`config.mk`:
```
export PLATFORM = sky130hd
export DESIGN_NAME = dfh_chain_walker
export DESIGN_NICKNAME = d
export VERILOG_FILES = /design/src/rtl/dfh_chain_walker.sv
export SDC_FILE = /design/constraint.sdc
export NUM_CORES = 1
export LEC_CHECK = 0
export ABC_AREA = 1
export CAP_MARGIN = 40
export CORE_MARGIN = 8
export CORE_UTILIZATION = 45
export DETAILED_ROUTE_END_ITERATION = 7
export HOLD_SLACK_MARGIN = 0.12
export PLACE_DENSITY_LB_ADDON = 0.1
export SLEW_MARGIN = 5
export SYNTH_ARGS = -nofsm -noshare
export SYNTH_HDL_FRONTEND = slang
export SYNTH_SLANG_ARGS = --single-unit
```
`constraint.sdc`:
```
create_clock -name clk -period 3.45 [get_ports clk]
set_input_delay 1.035 -clock clk [delete_from_list [all_inputs] [get_ports clk]]
set_output_delay 1.035 -clock clk [all_outputs]
set_load 0.005 [all_outputs]
```
`src/rtl/dfh_chain_walker.sv`:
```
// dfh_chain_walker
//   Walks a Device Feature Header chain over a 64-bit CSR read port. Starting
//   at start_addr it reads one DFH at a time, captures each header's ID, major
//   version, type and absolute address into a small table, and follows the
//   24-bit next-offset field until end-of-list or a fault.
//
// Ports
//   clk, rst               clock, asynchronous active-high reset
//   start, start_addr      walk launch pulse and first DFH byte address
//   busy, done             walk in progress / one-cycle end-of-walk pulse
//   err, err_code          fault flag and code of the last walk
//                          (1 timeout, 2 rsp_err, 3 overflow, 4 wrap, 5 misaligned)
//   feat_count             headers captured in the last walk
//   rd_req_*               read request channel (valid/ready, address)
//   rd_rsp_*               read response channel (valid, data, error)
//   q_idx, q_*             registered table query port, one-cycle latency
module dfh_chain_walker #(
    parameter int ADDR_W      = 20,
    parameter int MAX_FEAT    = 32,
    parameter int TIMEOUT_CYC = 1024,
    parameter int IDX_W       = $clog2(MAX_FEAT)
) (
    input  logic              clk,
    input  logic              rst,
    input  logic              start,
    input  logic [ADDR_W-1:0] start_addr,
    output logic              busy,
    output logic              done,
    output logic              err,
    output logic [2:0]        err_code,
    output logic [IDX_W:0]    feat_count,
    output logic              rd_req_valid,
    input  logic              rd_req_ready,
    output logic [ADDR_W-1:0] rd_req_addr,
    input  logic              rd_rsp_valid,
    input  logic [63:0]       rd_rsp_data,
    input  logic              rd_rsp_err,
    input  logic [IDX_W-1:0]  q_idx,
    output logic [11:0]       q_feat_id,
    output logic [3:0]        q_major,
    output logic [3:0]        q_feat_type,
    output logic [ADDR_W-1:0] q_addr
);

    localparam int             CNT_W     = $clog2(TIMEOUT_CYC);
    // The counter is compared before its increment, so matching TIMEOUT_CYC-2
    // is the edge on which it reaches TIMEOUT_CYC-1.
    localparam logic [CNT_W-1:0] TO_LAST = CNT_W'(TIMEOUT_CYC - 2);
    localparam logic [IDX_W:0] FEAT_FULL = (IDX_W + 1)'(MAX_FEAT);
    localparam int             ENT_W     = 20 + ADDR_W;

    localparam logic [2:0] E_NONE    = 3'd0;
    localparam logic [2:0] E_TIMEOUT = 3'd1;
    localparam logic [2:0] E_RSP     = 3'd2;
    localparam logic [2:0] E_OVFL    = 3'd3;
    localparam logic [2:0] E_WRAP    = 3'd4;
    localparam logic [2:0] E_ALIGN   = 3'd5;

    typedef enum logic [2:0] {S_IDLE, S_REQ, S_WAIT, S_EVAL, S_FIN} state_t;

    state_t              r_state;
    state_t              w_state_nxt;
    logic [2:0]          w_fin_code;
    logic                w_tab_we;

    logic [ADDR_W-1:0]   r_cur_addr;
    logic [CNT_W-1:0]    r_to_cnt;
    logic                r_busy;
    logic                r_done;
    logic                r_err;
    logic [2:0]          r_err_code;
    logic [IDX_W:0]      r_feat_count;

    logic [11:0]         r_hdr_id;
    logic [3:0]          r_hdr_major;
    logic [3:0]          r_hdr_type;
    logic                r_hdr_eol;
    logic [23:0]         r_hdr_off;
    logic                r_hdr_err;

    logic [ENT_W-1:0]    r_tab [MAX_FEAT];
    logic [ENT_W-1:0]    r_q_ent;

    logic [ADDR_W+23:0]  w_sum;
    logic                w_wrap;
    logic [IDX_W:0]      w_cnt_inc;
    logic                w_unused;

    // Next address at full width so a carry past the BAR window is visible.
    assign w_sum     = {24'd0, r_cur_addr} + {{ADDR_W{1'b0}}, r_hdr_off};
    assign w_wrap    = |w_sum[ADDR_W+23:ADDR_W];
    assign w_cnt_inc = r_feat_count + (IDX_W + 1)'(1);
    // Minor version and reserved bits are not tracked.
    assign w_unused  = ^rd_rsp_data[59:41];

    always_ff @(posedge clk or posedge rst) begin
        if (rst) r_state <= S_IDLE;
        else     r_state <= w_state_nxt;
    end

    always_comb begin
        w_state_nxt = r_state;
        w_fin_code  = E_NONE;
        w_tab_we    = 1'b0;
        case (r_state)
            S_IDLE: begin
                if (start) begin
                    if (|start_addr[2:0]) begin
                        w_state_nxt = S_FIN;
                        w_fin_code  = E_ALIGN;
                    end else begin
                        w_state_nxt = S_REQ;
                    end
                end
            end
            S_REQ: begin
                if (rd_req_ready) w_state_nxt = S_WAIT;
            end
            S_WAIT: begin
                // A response in the final timeout cycle still wins.
                if (rd_rsp_valid) begin
                    w_state_nxt = S_EVAL;
                end else if (r_to_cnt == TO_LAST) begin
                    w_state_nxt = S_FIN;
                    w_fin_code  = E_TIMEOUT;
                end
            end
            S_EVAL: begin
                w_state_nxt = S_FIN;
                if (r_hdr_err) begin
                    w_fin_code = E_RSP;
                end else begin
                    // The header itself is valid, so it is stored even if
                    // its link turns out to be faulty.
                    w_tab_we = 1'b1;
                    if (r_hdr_eol || (r_hdr_off == 24'd0)) w_fin_code = E_NONE;
                    else if (|r_hdr_off[2:0])              w_fin_code = E_ALIGN;
                    else if (w_wrap)                       w_fin_code = E_WRAP;
                    else if (w_cnt_inc == FEAT_FULL)       w_fin_code = E_OVFL;
                    else                                   w_state_nxt = S_REQ;
                end
            end
            S_FIN: begin
                w_state_nxt = S_IDLE;
            end
            default: begin
                w_state_nxt = S_IDLE;
            end
        endcase
    end

    always_ff @(posedge clk or posedge rst) begin
        if (rst) begin
            r_cur_addr   <= '0;
            r_to_cnt     <= '0;
            r_busy       <= 1'b0;
            r_done       <= 1'b0;
            r_err        <= 1'b0;
            r_err_code   <= E_NONE;
            r_feat_count <= '0;
        end else begin
            r_done <= 1'b0;
            case (r_state)
                S_IDLE: begin
                    if (start) begin
                        r_cur_addr   <= start_addr;
                        r_err        <= 1'b0;
                        r_err_code   <= w_fin_code;
                        r_feat_count <= '0;
                        r_busy       <= 1'b1;
                    end
                end
                S_REQ: begin
                    if (rd_req_ready) r_to_cnt <= '0;
                end
                S_WAIT: begin
                    r_to_cnt   <= r_to_cnt + CNT_W'(1);
                    r_err_code <= w_fin_code;
                end
                S_EVAL: begin
                    if (w_tab_we)               r_feat_count <= w_cnt_inc;
                    if (w_state_nxt == S_REQ)   r_cur_addr   <= w_sum[ADDR_W-1:0];
                    r_err_code <= w_fin_code;
                end
                S_FIN: begin
                    r_done <= 1'b1;
                    r_busy <= 1'b0;
                    r_err  <= (r_err_code != E_NONE);
                end
                default: begin
                end
            endcase
        end
    end

    // Response capture and feature table: data only, no reset.
    always_ff @(posedge clk) begin
        if ((r_state == S_WAIT) && rd_rsp_valid) begin
            r_hdr_id    <= rd_rsp_data[11:0];
            r_hdr_major <= rd_rsp_data[15:12];
            r_hdr_off   <= rd_rsp_data[39:16];
            r_hdr_eol   <= rd_rsp_data[40];
            r_hdr_type  <= rd_rsp_data[63:60];
            r_hdr_err   <= rd_rsp_err;
        end
        if (w_tab_we) begin
            r_tab[r_feat_count[IDX_W-1:0]] <= {r_hdr_id, r_hdr_major, r_hdr_type, r_cur_addr};
        end
    end

    // Query read: a same-cycle write to the same index returns the old entry.
    always_ff @(posedge clk or posedge rst) begin
        if (rst) r_q_ent <= '0;
        else     r_q_ent <= r_tab[q_idx];
    end

    assign busy         = r_busy;
    assign done         = r_done;
    assign err          = r_err;
    assign err_code     = r_err_code;
    assign feat_count   = r_feat_count;
    assign rd_req_valid = (r_state == S_REQ);
    assign rd_req_addr  = r_cur_addr;
    assign q_feat_id    = r_q_ent[ENT_W-1 -: 12];
    assign q_major      = r_q_ent[ENT_W-13 -: 4];
    assign q_feat_type  = r_q_ent[ENT_W-17 -: 4];
    assign q_addr       = r_q_ent[ADDR_W-1:0];

endmodule

```
==> PnR_summary.wiki <==
{| class="wikitable"
! Metric !! Value
|-
| Top fanout value on the critical path || 34
|-
| Required time of the critical path || 2.41 ns
|-
| Gpl congestion || approximately 0.9
|-
| GRT Overall Usage || 0.246
|-
| Post-CTS setup buffers || 0
|-
| Sequential share of power || 0.496
|-
| Critical path, cell by cell || buf_4, clkdlybuf4s50_1
|-
| Area enclosed by the die boundary || between 100,000 and 150,000 sq um
|-
| Headroom to the max-slew limit || 0.380
|-
| Fin Clk Skew || 0.0264 ns
|-
| Largest net degree at the start of global routing || 101
|-
| Cells resized by post-CTS repair || 0
|-
| Vertical extent of the die || 368 microns
|-
| Remaining global-route overflow || 0
|-
| P_int || between 0.03 and 0.04 W
|-
| Clock power frac || 0.374
|-
| Crit path max-delay cell type || clkdlybuf4s50_1
|-
| Fraction of final layout cells with drive strength greater than 1 || 0.107
|-
| Cell variety after synth || 37
|-
| Cell area after technology mapping || 55,600 sq um
|-
| Synth Area per Inst || 13.3 sq um
|-
| Drt pass-1 iters || 6
|-
| Instance count of the mapped netlist || 4,169
|-
| Setup slack of the critical path after layout || around 0.17 ns
|-
| Final setup violation count || 0
|-
| CTS tree || built
|-
| Detailed Route Iter0 Violations || between 4,000 and 5,000
|-
| Setup slack at placement || 0.408 ns
|-
| Most frequent cells in the layout || edfxtp_1, nor2_1, o21ai_0, o221ai_1, nand2_1
|-
| Clock latency reported for the late side of the worst-skew pair || roughly 0.77 ns
|-
| Met3 Use GR || 0.0410
|-
| #FFs+latches synth || between 1,000 and 1,500
|-
| Proportion of synthesized chip area in sequential cells || 0.754
|-
| Share of total power consumed by net switching || 0.256
|-
| Final-report max-slew violation count || 0
|-
| Detailed placement HPWL || slightly above 90 mm
|-
| Critical path launch point type || flop
|-
| Worst vdd ir || 0.527 mV
|-
| Final hold violation count || 0
|-
| Reported net switching power || about 0.011 W
|-
| Number of sinks driven by the clock tree || about 1,400
|-
| Die W || 368 microns
|-
| Number of nets in the layout || between 4,000 and 5,000
|-
| Leading cell type in the layout, fill and taps excluded || edfxtp_1
|-
| Syn_nets || 4,291
|-
| Standard cell core area || 123,000 sq um
|-
| Final cycle utilization of the critical path || 0.950
|-
| Starting density of the core || 0.452
|-
| Clock transition at the registers of the reported paths || 0.06 ns
|-
| Total of warnings raised by yosys || 0
|-
| MaxCap Viol Count || 0
|-
| Initial antenna violation count || 3
|-
| Combinational cell fraction of total power || 0.129
|-
| Number of nets with antenna violations after routing || 0
|-
| Run status || completed
|-
| Power density over the cells || 629 nW/um^2
|-
| Path type of the worst setup path || reg -> out
|-
| First-pass GRT wire length || 245 mm
|-
| Clock buffers created by TritonCTS || 152
|-
| Drt drc || 0
|-
| Syn-to-layout area delta || 18.1%
|-
| Setup repair after global routing missed its margin || no
|-
| Vias || 36,600
|-
| CP peak stage delay || 0.62 ns
|-
| Total negative setup slack || 0 ns
|-
| Number of flops mapped to enable cells by yosys || between 1,000 and 1,500
|-
| Transition time at the pin with the least slew margin || 0.931 ns
|-
| CTS HTree Levels || 4
|-
| Global route hottest layer || met2
|-
| Vias in the first global route || 35,000
|-
| Type of the most critical hold path || reg -> reg
|-
| Hold buffer count at CTS || 0
|-
| Met1 capacity usage during global routing || 0.355
|-
| CP endpoint kind || output pin
|-
| Crit path buffers/inverters || 2
|-
| P_leak || about 22 nW
|-
| Final core utilization || 0.533
|-
| Routed wire per std cell || 27.7 microns
|-
| Routed WL || ~170 mm
|-
| Met2 routing resource usage after global routing || 0.390
|-
| Flip-flop cell with the highest count after synthesis || edfxtp_1
|-
| Setup slack, reg-to-reg || 0.50 ns
|-
| Buffer cell driving the clock tree root || clkbuf_16
|-
| Top achievable clock speed || 305 MHz
|-
| Post-DR vias/cell || 5.93
|-
| FP Rows || 129
|-
| Async SR Flop Fraction || 0.0602
|-
| CTS max path bufs || 3
|-
| Count of buffers inserted at the top-level ports || 148
|-
| Gate family responsible for the most delay along the worst path || buffers and inverters
|-
| I/O pin count || 168
|-
| Final min period || approximately 3.3 ns
|-
| Crit path arrival time || 2.24 ns
|}
## power by group through the flow
| stage | clock network (W) | logic, W | registers (W) |
|---|---|---|---|
| after detailed placement | 0 | 0.00538 | 0.0209 |
| after floorplan | 0 | 0.00220 | 0.0214 |
| final | 0.0155 | 0.00535 | 0.0205 |
| after global routing | 0.0163 | 0.00588 | 0.0205 |
| after global placement | 0 | 0.00516 | 0.0210 |
| after CTS | 0.0157 | 0.00539 | 0.0205 |
## area by class of cell
class,count,area [sq um]
fillers,10300,57500
multi-input cells,2380,12400
clock buffers,211,4210
diodes,1,2.50
flip-flops and latches,1411,41900
clock inverters,66,484
repair buffers,371,4180
well taps,1637,2050
inverters,94,382
## metal layers
layer | up-vias | share of wire
met2 | 1567 | 0.47
met4 | 0 | 0.020
met3 | 239 | 0.078
li1 | 16200 | -
met5 | - | 0
met1 | 18600 | 0.44
## cells in the mapped netlist, drive strengths merged (5+ instances only)
cell	instances	area share
a31oi	40	0.0045
buf	49	0.0046
ha	26	0.0058
o22ai	70	0.0079
or2	9	0.0010
edfxtp	1326	0.72
nor4	5	0.00056
nor2	783	0.053
nand4	8	0.0010
a32oi	37	0.0058
dfrtp	85	0.038
a21oi	28	0.0025
clkbuf	235	0.016
nand3	150	0.014
nand2	248	0.017
inv	94	0.0063
o21ai	696	0.063
xnor2	5	0.00079
o221ai	254	0.040
nor3	9	0.00090
## flip-flops by register name, indices dropped and copies added, names as in the netlist
name	count
r_hdr_type	4
done	1
r_state	3
feat_count	6
r_q_ent	40
r_hdr_eol	1
r_hdr_off	24
r_to_cnt	10
r_hdr_err	1
r_hdr_id	12
err_code	3
rd_req_addr	20
busy	1
r_tab	1280
r_hdr_major	4
err	1
## worst min-delay path: cells and delay by family, from the launching register on
kind | cells | cell delay [ns]
DFF | 1 | 0.35
and+or+nand+nor | 2 | 0.10
## final timing paths
kind | start | end | depth (start not counted)
setup / recovery | rd_req_addr[19]$_DFFE_PP0P_ | rd_req_addr[19] | 2
hold / removal | busy$_DFFE_PP0P_ | busy$_DFFE_PP0P_ | 2
setup reg to reg | r_hdr_off[0]$_DFFE_PP_ | rd_req_addr[11]$_DFFE_PP0P_ | 15
hold reg to reg | busy$_DFFE_PP0P_ | busy$_DFFE_PP0P_ | 2
max in group asynchronous | rst | rd_req_addr[11]$_DFFE_PP0P_ | 3
min in group asynchronous | rst | r_q_ent[14]$_DFF_PP0_ | 2
## through the flow
step | total power (W) | hold slack [ns] | cell area, sq um | instances
floorplan | 0.0236 | 0.463 | 55600 | 4169
global placement | 0.0261 | 0.469 | 60600 | 5876
detailed placement | 0.0262 | 0.465 | 61000 | 5893
CTS | 0.0416 | 0.490 | 65700 | 6170
global route | 0.0428 | 0.524 | 65700 | 6170
finish | 0.0413 | 0.486 | 65700 | 6171
## cells by family after synthesis
group,count (synthesis),share of synthesized area
AOI/OAI and AO/OA,1128,0.124
muxes,3,0.000540
xor gates and xnor gates,9,0.00142
adders and majority gates,27,0.00621
DFF,1411,0.754
and+or+nand+nor,1213,0.0870
buffers and inverters,378,0.0268
(Power assumes the default switching activity.)
